[src/rtl/vga_text_renderer.sv]
// Text-mode pixel pipeline: cell address -> text RAM -> font ROM -> palette index,
// with sync/visible delayed to match, plus a frame-timed cursor and character blink.
module vga_text_renderer #(
    parameter int TEXT_COLS       = 80,
    parameter int GLYPH_W         = 8,
    parameter int GLYPH_H         = 16,
    parameter int ADDR_W          = 12,
    parameter int COL_WIDTH       = 10,
    parameter int ROW_WIDTH       = 10,
    parameter int H_SYNC_POSITIVE = 0,
    parameter int V_SYNC_POSITIVE = 0,
    parameter int BLINK_FRAMES    = 16
) (
    input  logic                 dot_clk,
    input  logic                 reset,
    input  logic [COL_WIDTH-1:0] column,
    input  logic [ROW_WIDTH-1:0] line,
    input  logic                 visible,
    input  logic                 hsync_in,
    input  logic                 vsync_in,
    output logic [ADDR_W-1:0]    text_addr,
    input  logic [15:0]          text_data,
    output logic [11:0]          font_addr,
    input  logic [7:0]           font_data,
    input  logic [ADDR_W-1:0]    cursor_pos,
    input  logic                 cursor_enable,
    output logic [3:0]           pixel,
    output logic                 visible_out,
    output logic                 hsync_out,
    output logic                 vsync_out
);
    localparam int   CB       = $clog2(GLYPH_W);
    localparam int   RB       = $clog2(GLYPH_H);
    localparam int   CNT_W    = (BLINK_FRAMES > 1) ? $clog2(BLINK_FRAMES) : 1;
    localparam logic H_IDLE   = (H_SYNC_POSITIVE == 0);
    localparam logic V_ACTIVE = (V_SYNC_POSITIVE != 0);
    localparam logic V_IDLE   = ~V_ACTIVE;
    localparam logic [2:0] CTL_IDLE = {1'b0, H_IDLE, V_IDLE};

    // Stage 1: cell address and cursor match
    logic [ADDR_W-1:0] cell_addr;
    logic              cur_hit_next;

    assign cell_addr = ADDR_W'(line >> RB) * ADDR_W'(TEXT_COLS) + ADDR_W'(column >> CB);
    assign cur_hit_next = cursor_enable && (cell_addr == cursor_pos);

    logic [CB-1:0] s1_col_reg, s2_col_reg, s3_col_reg;
    logic [RB-1:0] s1_row_reg, s2_row_reg;
    logic          s1_cur_reg, s2_cur_reg, s3_cur_reg;
    logic [7:0]    s3_attr_reg;

    // {visible, hsync, vsync} delay line; entry 3 drives the outputs
    logic [2:0] ctl_reg [0:3];

    always_ff @(posedge dot_clk or posedge reset) begin
        if (reset) begin
            text_addr   <= '0;
            s1_col_reg  <= '0;
            s1_row_reg  <= '0;
            s1_cur_reg  <= 1'b0;
            s2_col_reg  <= '0;
            s2_row_reg  <= '0;
            s2_cur_reg  <= 1'b0;
            s3_col_reg  <= '0;
            s3_cur_reg  <= 1'b0;
            s3_attr_reg <= '0;
            for (int i = 0; i < 4; i++) ctl_reg[i] <= CTL_IDLE;
        end else begin
            text_addr   <= cell_addr;
            s1_col_reg  <= column[CB-1:0];
            s1_row_reg  <= line[RB-1:0];
            s1_cur_reg  <= cur_hit_next;
            s2_col_reg  <= s1_col_reg;
            s2_row_reg  <= s1_row_reg;
            s2_cur_reg  <= s1_cur_reg;
            s3_col_reg  <= s2_col_reg;
            s3_cur_reg  <= s2_cur_reg;
            s3_attr_reg <= text_data[15:8];
            ctl_reg[0]  <= {visible, hsync_in, vsync_in};
            for (int i = 1; i < 4; i++) ctl_reg[i] <= ctl_reg[i-1];
        end
    end

    // Stage 2: glyph row lookup straight from the returning text word
    assign font_addr = {text_data[7:0], s2_row_reg};

    // Frame counter: count inactive-to-active vsync transitions
    logic             vsync_prev_reg;
    logic [CNT_W-1:0] blink_cnt_reg;
    logic             blink_phase_reg;
    logic             frame_edge;

    assign frame_edge = (vsync_prev_reg == V_IDLE) && (vsync_in == V_ACTIVE);

    always_ff @(posedge dot_clk or posedge reset) begin
        if (reset) begin
            vsync_prev_reg  <= V_IDLE;
            blink_cnt_reg   <= '0;
            blink_phase_reg <= 1'b0;
        end else begin
            vsync_prev_reg <= vsync_in;
            if (frame_edge) begin
                if (blink_cnt_reg == CNT_W'(BLINK_FRAMES - 1)) begin
                    blink_cnt_reg   <= '0;
                    blink_phase_reg <= ~blink_phase_reg;
                end else begin
                    blink_cnt_reg <= blink_cnt_reg + 1'b1;
                end
            end
        end
    end

    // Stage 3: dot select, blink and cursor colour rules
    logic       dot;
    logic [3:0] fg_base, bg_base, fg_eff, bg_eff, pixel_next;

    assign dot     = font_data[~s3_col_reg];
    assign fg_base = s3_attr_reg[3:0];
    assign bg_base = {1'b0, s3_attr_reg[6:4]};

    always_comb begin
        fg_eff = fg_base;
        bg_eff = bg_base;
        if (s3_attr_reg[7] && !blink_phase_reg) begin
            fg_eff = bg_base;
        end
        if (s3_cur_reg && blink_phase_reg) begin
            fg_eff = bg_base;
            bg_eff = fg_base;
        end
        pixel_next = ctl_reg[2][2] ? (dot ? fg_eff : bg_eff) : 4'd0;
    end

    always_ff @(posedge dot_clk or posedge reset) begin
        if (reset) begin
            pixel <= '0;
        end else begin
            pixel <= pixel_next;
        end
    end

    assign visible_out = ctl_reg[3][2];
    assign hsync_out   = ctl_reg[3][1];
    assign vsync_out   = ctl_reg[3][0];

endmodule

[config.mk]
export PLATFORM = sky130hd
export DESIGN_NAME = vga_text_renderer
export DESIGN_NICKNAME = d
export VERILOG_FILES = /design/src/rtl/vga_text_renderer.sv
export SDC_FILE = /design/constraint.sdc
export NUM_CORES = 1
export LEC_CHECK = 0
export ABC_AREA = 1
export BUFFER_PORTS_ARGS = -buffer_cell sky130_fd_sc_hd__buf_2
export CAP_MARGIN = 20
export CORE_MARGIN = 4
export CORE_UTILIZATION = 45
export CTS_CLUSTER_DIAMETER = 120
export DETAILED_ROUTE_END_ITERATION = 12
export PLACE_DENSITY = 0.73
export SYNTH_ARGS = -nofsm -noshare
export SYNTH_HDL_FRONTEND = slang
export SYNTH_SLANG_ARGS = --single-unit
[constraint.sdc]
create_clock -name dot_clk -period 2 [get_ports dot_clk]
set_input_delay 0.1 -clock dot_clk [delete_from_list [all_inputs] [get_ports dot_clk]]
set_output_delay 0.1 -clock dot_clk [all_outputs]
set_load 0.005 [all_outputs]
Yosys cells after proc, flatten, opt, wreduce, memory -nomap -nowiden
Index checks and enable logic that the tools add are counted.

storage, ports and cells
  output and inout bits = 31
  input port bits = 62
  logic and storage cells = 41
  flip-flop bits (word level) = 62

operators by class
  multipliers = 1
  multiplexer cells = 8
  reduce and logical (&&, ||, !) cells = 6
  equal/unequal tests = 2
  add/sub/neg operators = 2
  bitwise operators = 3
  magnitude comparators = 1

operators with widths
  operator                                                                      number
  4-bit two-way mux                                                             6
  12-bit by 7-bit adder with 12-bit output                                      1
  12-bit equality test                                                          1
  6-bit by 3-bit multiplier with 8-bit output, second input constant            1
  4-bit by 1-bit adder with 4-bit output, second input constant                 1
  4-bit equality test, second input constant                                    1
  1-bit logical AND                                                             4
  3-bit by 4-bit less-than comparator with 1-bit output, second input constant  1
  1-bit binary-select mux with 3-bit select                                     1
  3-bit NOT                                                                     1
  1-bit NOT                                                                     2
  2-bit AND reduction                                                           1
  1-bit zero test                                                               1
  1-bit two-way mux                                                             1

Depth between registers and ports, before layout
Gate-level depths: netlist (run 1).

  word-level depth = 6
  mapped depth = 14
  depth with buffers taken out = 14

Worst setup path before layout (run 1)
No wires, ideal clock.

  path kind = input port to flip-flop
  from = input port line[5]
  to = register s1_cur_reg
  arrival = 1698 ps
  buffers on the path = 0
  data required time = 1886 ps
  setup slack = 187 ps
  setup time = 114 ps
  stages = 12
  cell sequence = ha_1 ha_1 fa_1 nand2_1 inv_2 nand3_1 inv_2 nand3_1 nand2_2 nand2_1 nand2_1 nor2_1

on the way
  cells in the longest elaborated chain, start to end = 4

RTL lines
  what                                         RTL line  RTL
  start: declaration                           17        input logic [ROW_WIDTH-1:0] line,
  6-bit by 3-bit multiplier with 8-bit output  44        assign cell_addr = ADDR_W'(line >> RB) * ADDR_W'(TEXT_COLS) + ADDR_W'(column >> CB);
  12-bit by 7-bit adder with 12-bit output     44
  via cell_addr[11]                            41        logic [ADDR_W-1:0] cell_addr;
  12-bit equality test                         45        assign cur_hit_next = cursor_enable && (cell_addr == cursor_pos);
  1-bit logical AND                            45
  via cur_hit_next                             42        logic cur_hit_next;
  end signal: assignment                       72        s1_cur_reg <= cur_hit_next;
  end: declaration                             49        logic s1_cur_reg, s2_cur_reg, s3_cur_reg;

The timed path passes the listed nets, and every way through them passes these cells.
A chain may end at the register's enable or synchronous reset.

Worst setup path after layout (run 1)
Same ends and word-level chain as after synthesis.

==> metrics, run 1 <==
status=finished clean; Clock Root Buffer=clkbuf_8; Post-CTS Setup Bufs=0; initial core utilization=0.470; fin worst setup slack=298 ps; Clock Skews=7.06 ps; clock transition at the registers of the reported paths=70 ps; post-layout power=3.13 mW; Area Growth Syn to Fin=34.0%; drt drc=0; synthesis-stage register bit count=61; Placer Congestion=0.853; RSZ-0062 raised after global routing=no; HP Class=primary input to register; Synth Area in XOR/XNOR=0.0266; global-route wire length before repair=8890 µm; CTS Buf Count=9; Peak Freq=0.587 GHz; final setup vio count=0; P per Cell Area=886 nW/µm²; die footprint=7150 µm²; num ports=93; drt via density=4.45; Clock Tree Buf Depth=2; GRT Overall Usage=0.157; Period minus WS final=1700 ps; ANT cells=0; crit path launch type=primary input; Synth cell types=25; routed len/inst=11.3 µm; Post-Syn Area=2640 µm²; synth warn=0; Pre-Repair DR Iteration Count=4; remaining antenna violation count=0; Die Width=84.6 µm; post-route cell area=3530 µm²; post-synthesis cell count=262; H-tree depth=3; final hold violation count=0; R2R Setup Slk=630 ps; worst skew pair latency=320 ps; WL final=5050 µm; Final nets=445; sequential fraction of the synthesis area=0.583; Slew Limit Fails=0; critical path data required time=2220 ps; initial antenna violation count=0; Critical Path AT=1920 ps; syn_area_per_cell=10.1 µm²; largest family of logic cells by synthesized area=simple AND/OR/NAND/NOR gates; simple-gate share of the synthesized area=0.181; total of max-cap violations=0; layout cells sized above 1=0.326; syn nets=338; worst vdd ir=0.000535 V; clk sinks=61; WHS=59.5 ps; post-synthesis compound-gate area fraction=0.0365; Cell Rows=27; Hold-fix buffers, CTS=23; DPL Wire Length=3780 µm; flip-flop count of the largest register after layout=12; Worst Setup End Kind=register; critical path type=primary input to register; worst-path fanout max=4; worst slew pin tran=569 ps; DP Worst Slack=-52.7 ps; total global routing overflow=0; I/O Buffers=76; mux share of post-synthesis cell area=0.0161; vias in the first global route=2001; Post-Synth Adder-Cell Area=0.0721; largest net degree at the start of global routing=28; post-CTS sizing=0; Final period util=0.851; vias=1984; Leakage=1.92 nW; Slew Limit Headroom=0.620; First DRT Iteration DRCs=49; Die H=84.6 µm; placed instance area=3100 µm²; Core Area=5610 µm²; TritonCTS clock tree=done
## cell families (layout without fill, tap and decap cells)
group,Yosys count,in the layout
simple gates,105,105
flops,61,61
buf+inv,52,164
compound gates,18,18
fa+ha+maj,14,14
xor+xnor,8,8
mux,4,4
## synth_stat cells
master | count | area, µm²
inv_2 | 3 | 11.3
and3_1 | 1 | 6.26
nand2_2 | 6 | 37.5
xor2_1 | 5 | 43.8
o211ai_1 | 1 | 7.51
nand3_1 | 18 | 90.1
nand4_1 | 1 | 6.26
nand2_1 | 53 | 199
xnor2_1 | 3 | 26.3
a21oi_1 | 5 | 25.0
mux2_2 | 2 | 22.5
nand3_2 | 4 | 40.0
fa_1 | 2 | 40.0
o21ai_0 | 11 | 55.1
nor2_2 | 1 | 6.26
nand3b_1 | 1 | 7.51
dfrtp_1 | 53 | 1330
nor2_1 | 19 | 71.3
nor4_2 | 1 | 12.5
ha_1 | 12 | 150
inv_1 | 41 | 154
a21oi_2 | 1 | 8.76
buf_4 | 8 | 60.1
mux2i_1 | 2 | 20.0
dfstp_2 | 8 | 210
## path summary, 6_finish.rpt
path	start	endpoint	cells after the start
setup / recovery	line[5]	s1_cur_reg	13
hold / removal	column[7]	text_addr[4]	2
setup reg to reg	blink_phase_reg	pixel[1]	5
hold reg to reg	ctl_reg[3]	vsync_out	0
max in group asynchronous	reset	ctl_reg[7]	4
min in group asynchronous	reset	text_addr[2]	3
## metal layers
| layer | track usage | wire length [µm] |
|---|---|---|
| met1 | 0.180 | 2030 |
| met2 | 0.270 | 2570 |
| met3 | 0.0500 | 373 |
| met4 | 0.0647 | 74 |
| met5 | 0 | 0 |
## worst max-delay path, cell delays in order
cell and delay [ps]:
buf_2 110, ha_1 290, ha_1 230, fa_1 500, nand2_1 70, inv_2 90
nand3_1 120, inv_2 80, nand3_1 120, nand2_2 90, nand2_1 50, nand2_1 50
nor2_1 40
## power by group
group / switching, mW / total, mW / internal, mW
sequential: 0.0533 / 1.42 / 1.37
clock: 0.433 / 1.13 / 0.696
combinational: 0.311 / 0.581 / 0.270
## placed cells by master, fill, tap and decap left out, drive strengths merged
cell	count
a21oi	6
inv	44
and3	1
bufinv	2
clkinv	3
o21ai	11
nor4	1
buf	81
clkbuf	11
nand2	59
o211ai	1
nand4	1
dfrtp	53
ha	12
mux2	2
fa	2
nand3b	1
nand3	22
nor2	20
mux2i	2
xor2	5
xnor2	3
dlygate4sd3	23
dfstp	8
## per-stage QoR
step	cells	setup TNS, ps	utilization
CTS	446	0	0.630
floorplan	262	0	-
global route	446	0	0.630
global placement	407	0	0.552
finish	446	0	0.630
detailed placement	407	-52.7	0.552
## cell type report
cell class / count / area (µm²)
clock buffers: 11 / 131
clock inverters: 5 / 75.1
fillers: 479 / 2070
inverters: 44 / 165
multi-input cells: 149 / 876
flip-flops and latches: 61 / 1540
well taps: 72 / 90.1
repair buffers: 104 / 661
Note: power is estimated with default switching activity, not from simulation.
==> inputs of run 2 (changes only) <==
Settings changed: CTS_BUF_LIST set to sky130_fd_sc_hd__clkbuf_8 sky130_fd_sc_hd__clkbuf_16.
==> run 2 against run 1 <==
Power is 0.31% lower. Global-route usage stayed put. Maximum frequency hardly changed. Combinational power hardly changed. Sequential share of layout area stayed put. Non-clock buffer count stayed put. Critical path depth stayed put. Largest power group unchanged.
==> metrics, run 2 (same netlist as run 1, synthesis figures left out) <==
Clock Skews=7.37 ps (was 7.06 ps); vias=1988 (was 1984); initial antenna violation count=0 (unchanged); final setup vio count=0 (unchanged); crit path launch type=primary input (unchanged); Post-CTS Setup Bufs=0 (unchanged); Sw Ratio=0.255 (was 0.254); CP dominant cell by count=nand2_1 (unchanged); clock share of power=0.358 (was 0.360); Pre-Repair DR Iteration Count=4 (unchanged); Slew Limit Headroom=0.620 (about the same); DPL Wire Length=3780 µm (unchanged); Clock Tree Buf Depth=2 (unchanged); Sequential Power Share=0.456 (was 0.454); Peak Freq=0.587 GHz (about the same); Cell Rows=27 (unchanged); GRT Overall Usage=0.157 (unchanged); largest net degree at the start of global routing=28 (unchanged); Final period util=0.851 (about the same); Final TNS setup=0 ps (unchanged); most common cell after layout, fill and taps aside=buf_2 (unchanged); clk sinks=61 (unchanged); H-tree depth=3 (unchanged); ANT cells=0 (unchanged); Placer Congestion=0.853 (unchanged); beginning of the worst register-to-register path=blink_phase_reg (unchanged); drt drc=0 (unchanged); Die Width=84.6 µm (unchanged); commonest cells after routing, fill and taps aside=buf_2 (76), nand2_1 (53), dfrtp_1 (53), inv_1 (42), dlygate4sd3_1 (23) (was buf_2 (76), nand2_1 (53), dfrtp_1 (53), inv_1 (40), dlygate4sd3_1 (23)); drt via density=4.46 (was 4.45); worst vdd ir=0.000536 V (was 0.000535 V); First DRT Iteration DRCs=51 (was 49); final hold violation count=0 (unchanged); Logic pwr share=0.186 (was 0.185); Hold Crit Start=column[7] (unchanged); critical path type=primary input to register (unchanged); slowest stage delay, CP=500 ps (about the same); status=finished clean (unchanged); routed length on met3=375 µm (was 373 µm); flip-flop count of the largest register after layout=12 (unchanged); TritonCTS clock tree=done (unchanged); layout cells sized above 1=0.326 (unchanged); Core Area=5610 µm² (unchanged); CTS Buf Count=9 (unchanged); total of max-cap violations=0 (unchanged); Leakage=1.93 nW (was 1.92 nW); worst slew pin tran=569 ps (about the same); routed len/inst=11.3 µm (about the same); HP Class=primary input to register (unchanged); num ports=93 (unchanged); Top Metal Used=met4 (unchanged); CP max stage cell=fa_1 (unchanged); DP Worst Slack=-52.7 ps (unchanged); register area=1540 µm² (unchanged); critical path data required time=2220 ps (about the same); Worst Setup End Kind=register (unchanged); total global routing overflow=0 (unchanged); Worst setup startpoint=line[5] (unchanged); worst-path cell chain=buf_2 -> ha_1 -> ha_1 -> fa_1 -> nand2_1 -> inv_2 -> nand3_1 -> inv_2 -> nand3_1 -> nand2_2 -> nand2_1 -> nand2_1 -> nor2_1 (unchanged); initial core utilization=0.470 (unchanged); Die H=84.6 µm (unchanged); RSZ-0062 raised after global routing=no (unchanged); total routed wire length on the met1 layer=2020 µm (was 2030 µm); fin worst setup slack=298 ps (about the same); P_sw=0.797 mW (about the same); vias in the first global route=2001 (unchanged); R2R Setup Slk=630 ps (about the same); Period minus WS final=1700 ps (about the same); footprint of the multi-input gates=876 µm² (unchanged); I/O Buffers=76 (unchanged); P per Cell Area=883 nW/µm² (was 886 nW/µm²); Filler cells=479 (unchanged); cell-internal power=2.33 mW (was 2.34 mW); met2 wire len=2570 µm (about the same); worst-path fanout max=4 (unchanged); global-route wire length before repair=8890 µm (unchanged); Final nets=445 (unchanged); Clock Root Buffer=clkbuf_8 (unchanged); die footprint=7150 µm² (unchanged); clock transition at the registers of the reported paths=70 ps (about the same); Slew Limit Fails=0 (unchanged); remaining antenna violation count=0 (unchanged); Area Growth Syn to Fin=34.0% (unchanged); Critical Path AT=1920 ps (about the same); WL final=5050 µm (about the same); worst skew pair latency=320 ps (about the same)
[run 2: cell types whose count changed in the layout (fill, tap and decap cells not counted)]
cell / before / now
inv_1: 40 / 42
clkbuf_1: 2 / 0
[run 2: cell type report]
class,instances,share of cell area
Timing Repair Buffer,104,0.187
Sequential cell,61,0.435
Tap cell,72,0.0255
Multi-Input combinational cell,149,0.248
Clock inverter,7,0.0234
Clock buffer,9,0.0350
Inverter,44,0.0467
[run 2: critical path: cells and delay by family]
family                   cells  cell delay, ps
adder cells (fa/ha/maj)      3            1020
buffers and inverters        3             280
AND/OR/NAND/NOR              7             540
[run 2: routing by layer]
layer,vias up,track usage
met4,0,0.0647
met5,-,0
met2,58,0.270
met3,8,0.0500
li1,1020,-
met1,902,0.180
[run 2: path summary, 6_finish.rpt]
kind / to / cells after the start
max: s1_cur_reg / 13
min: text_addr[4] / 2
max reg2reg: pixel[1] / 5
min reg2reg: vsync_out / 0
max in group asynchronous: ctl_reg[7] / 4
min in group asynchronous: text_addr[2] / 3
[run 2: through the flow]
step / utilization / power [mW] / hold slack (ps) / std cells / cell area (µm²)
CTS: 0.630 / 3.16 / 51.0 / 446 / 3530
global route: 0.630 / 3.32 / 73.4 / 446 / 3530
global placement: 0.552 / 1.97 / 183 / 407 / 3100
floorplan: - / 1.80 / 104 / 262 / 2640
detailed placement: 0.552 / 2.00 / 187 / 407 / 3100
finish: 0.630 / 3.12 / 59.5 / 446 / 3530
[run 2: what timing repair did]
action | CTS | global route
setup endpoints to repair | 0 | 0
gates resized for setup | 0 | 0
endpoints found under the hold margin | 43 | 0
hold buffers | 23 | 0
[run 2: power groups by stage]
stage                     registers, mW  logic (mW)  clock network, mW
final                              1.42       0.581               1.12
after global routing               1.44       0.671               1.21
after detailed placement           1.45       0.552                  0
after floorplan                    1.44       0.353                  0
after CTS                          1.42       0.590               1.15
after global placement             1.44       0.531                  0
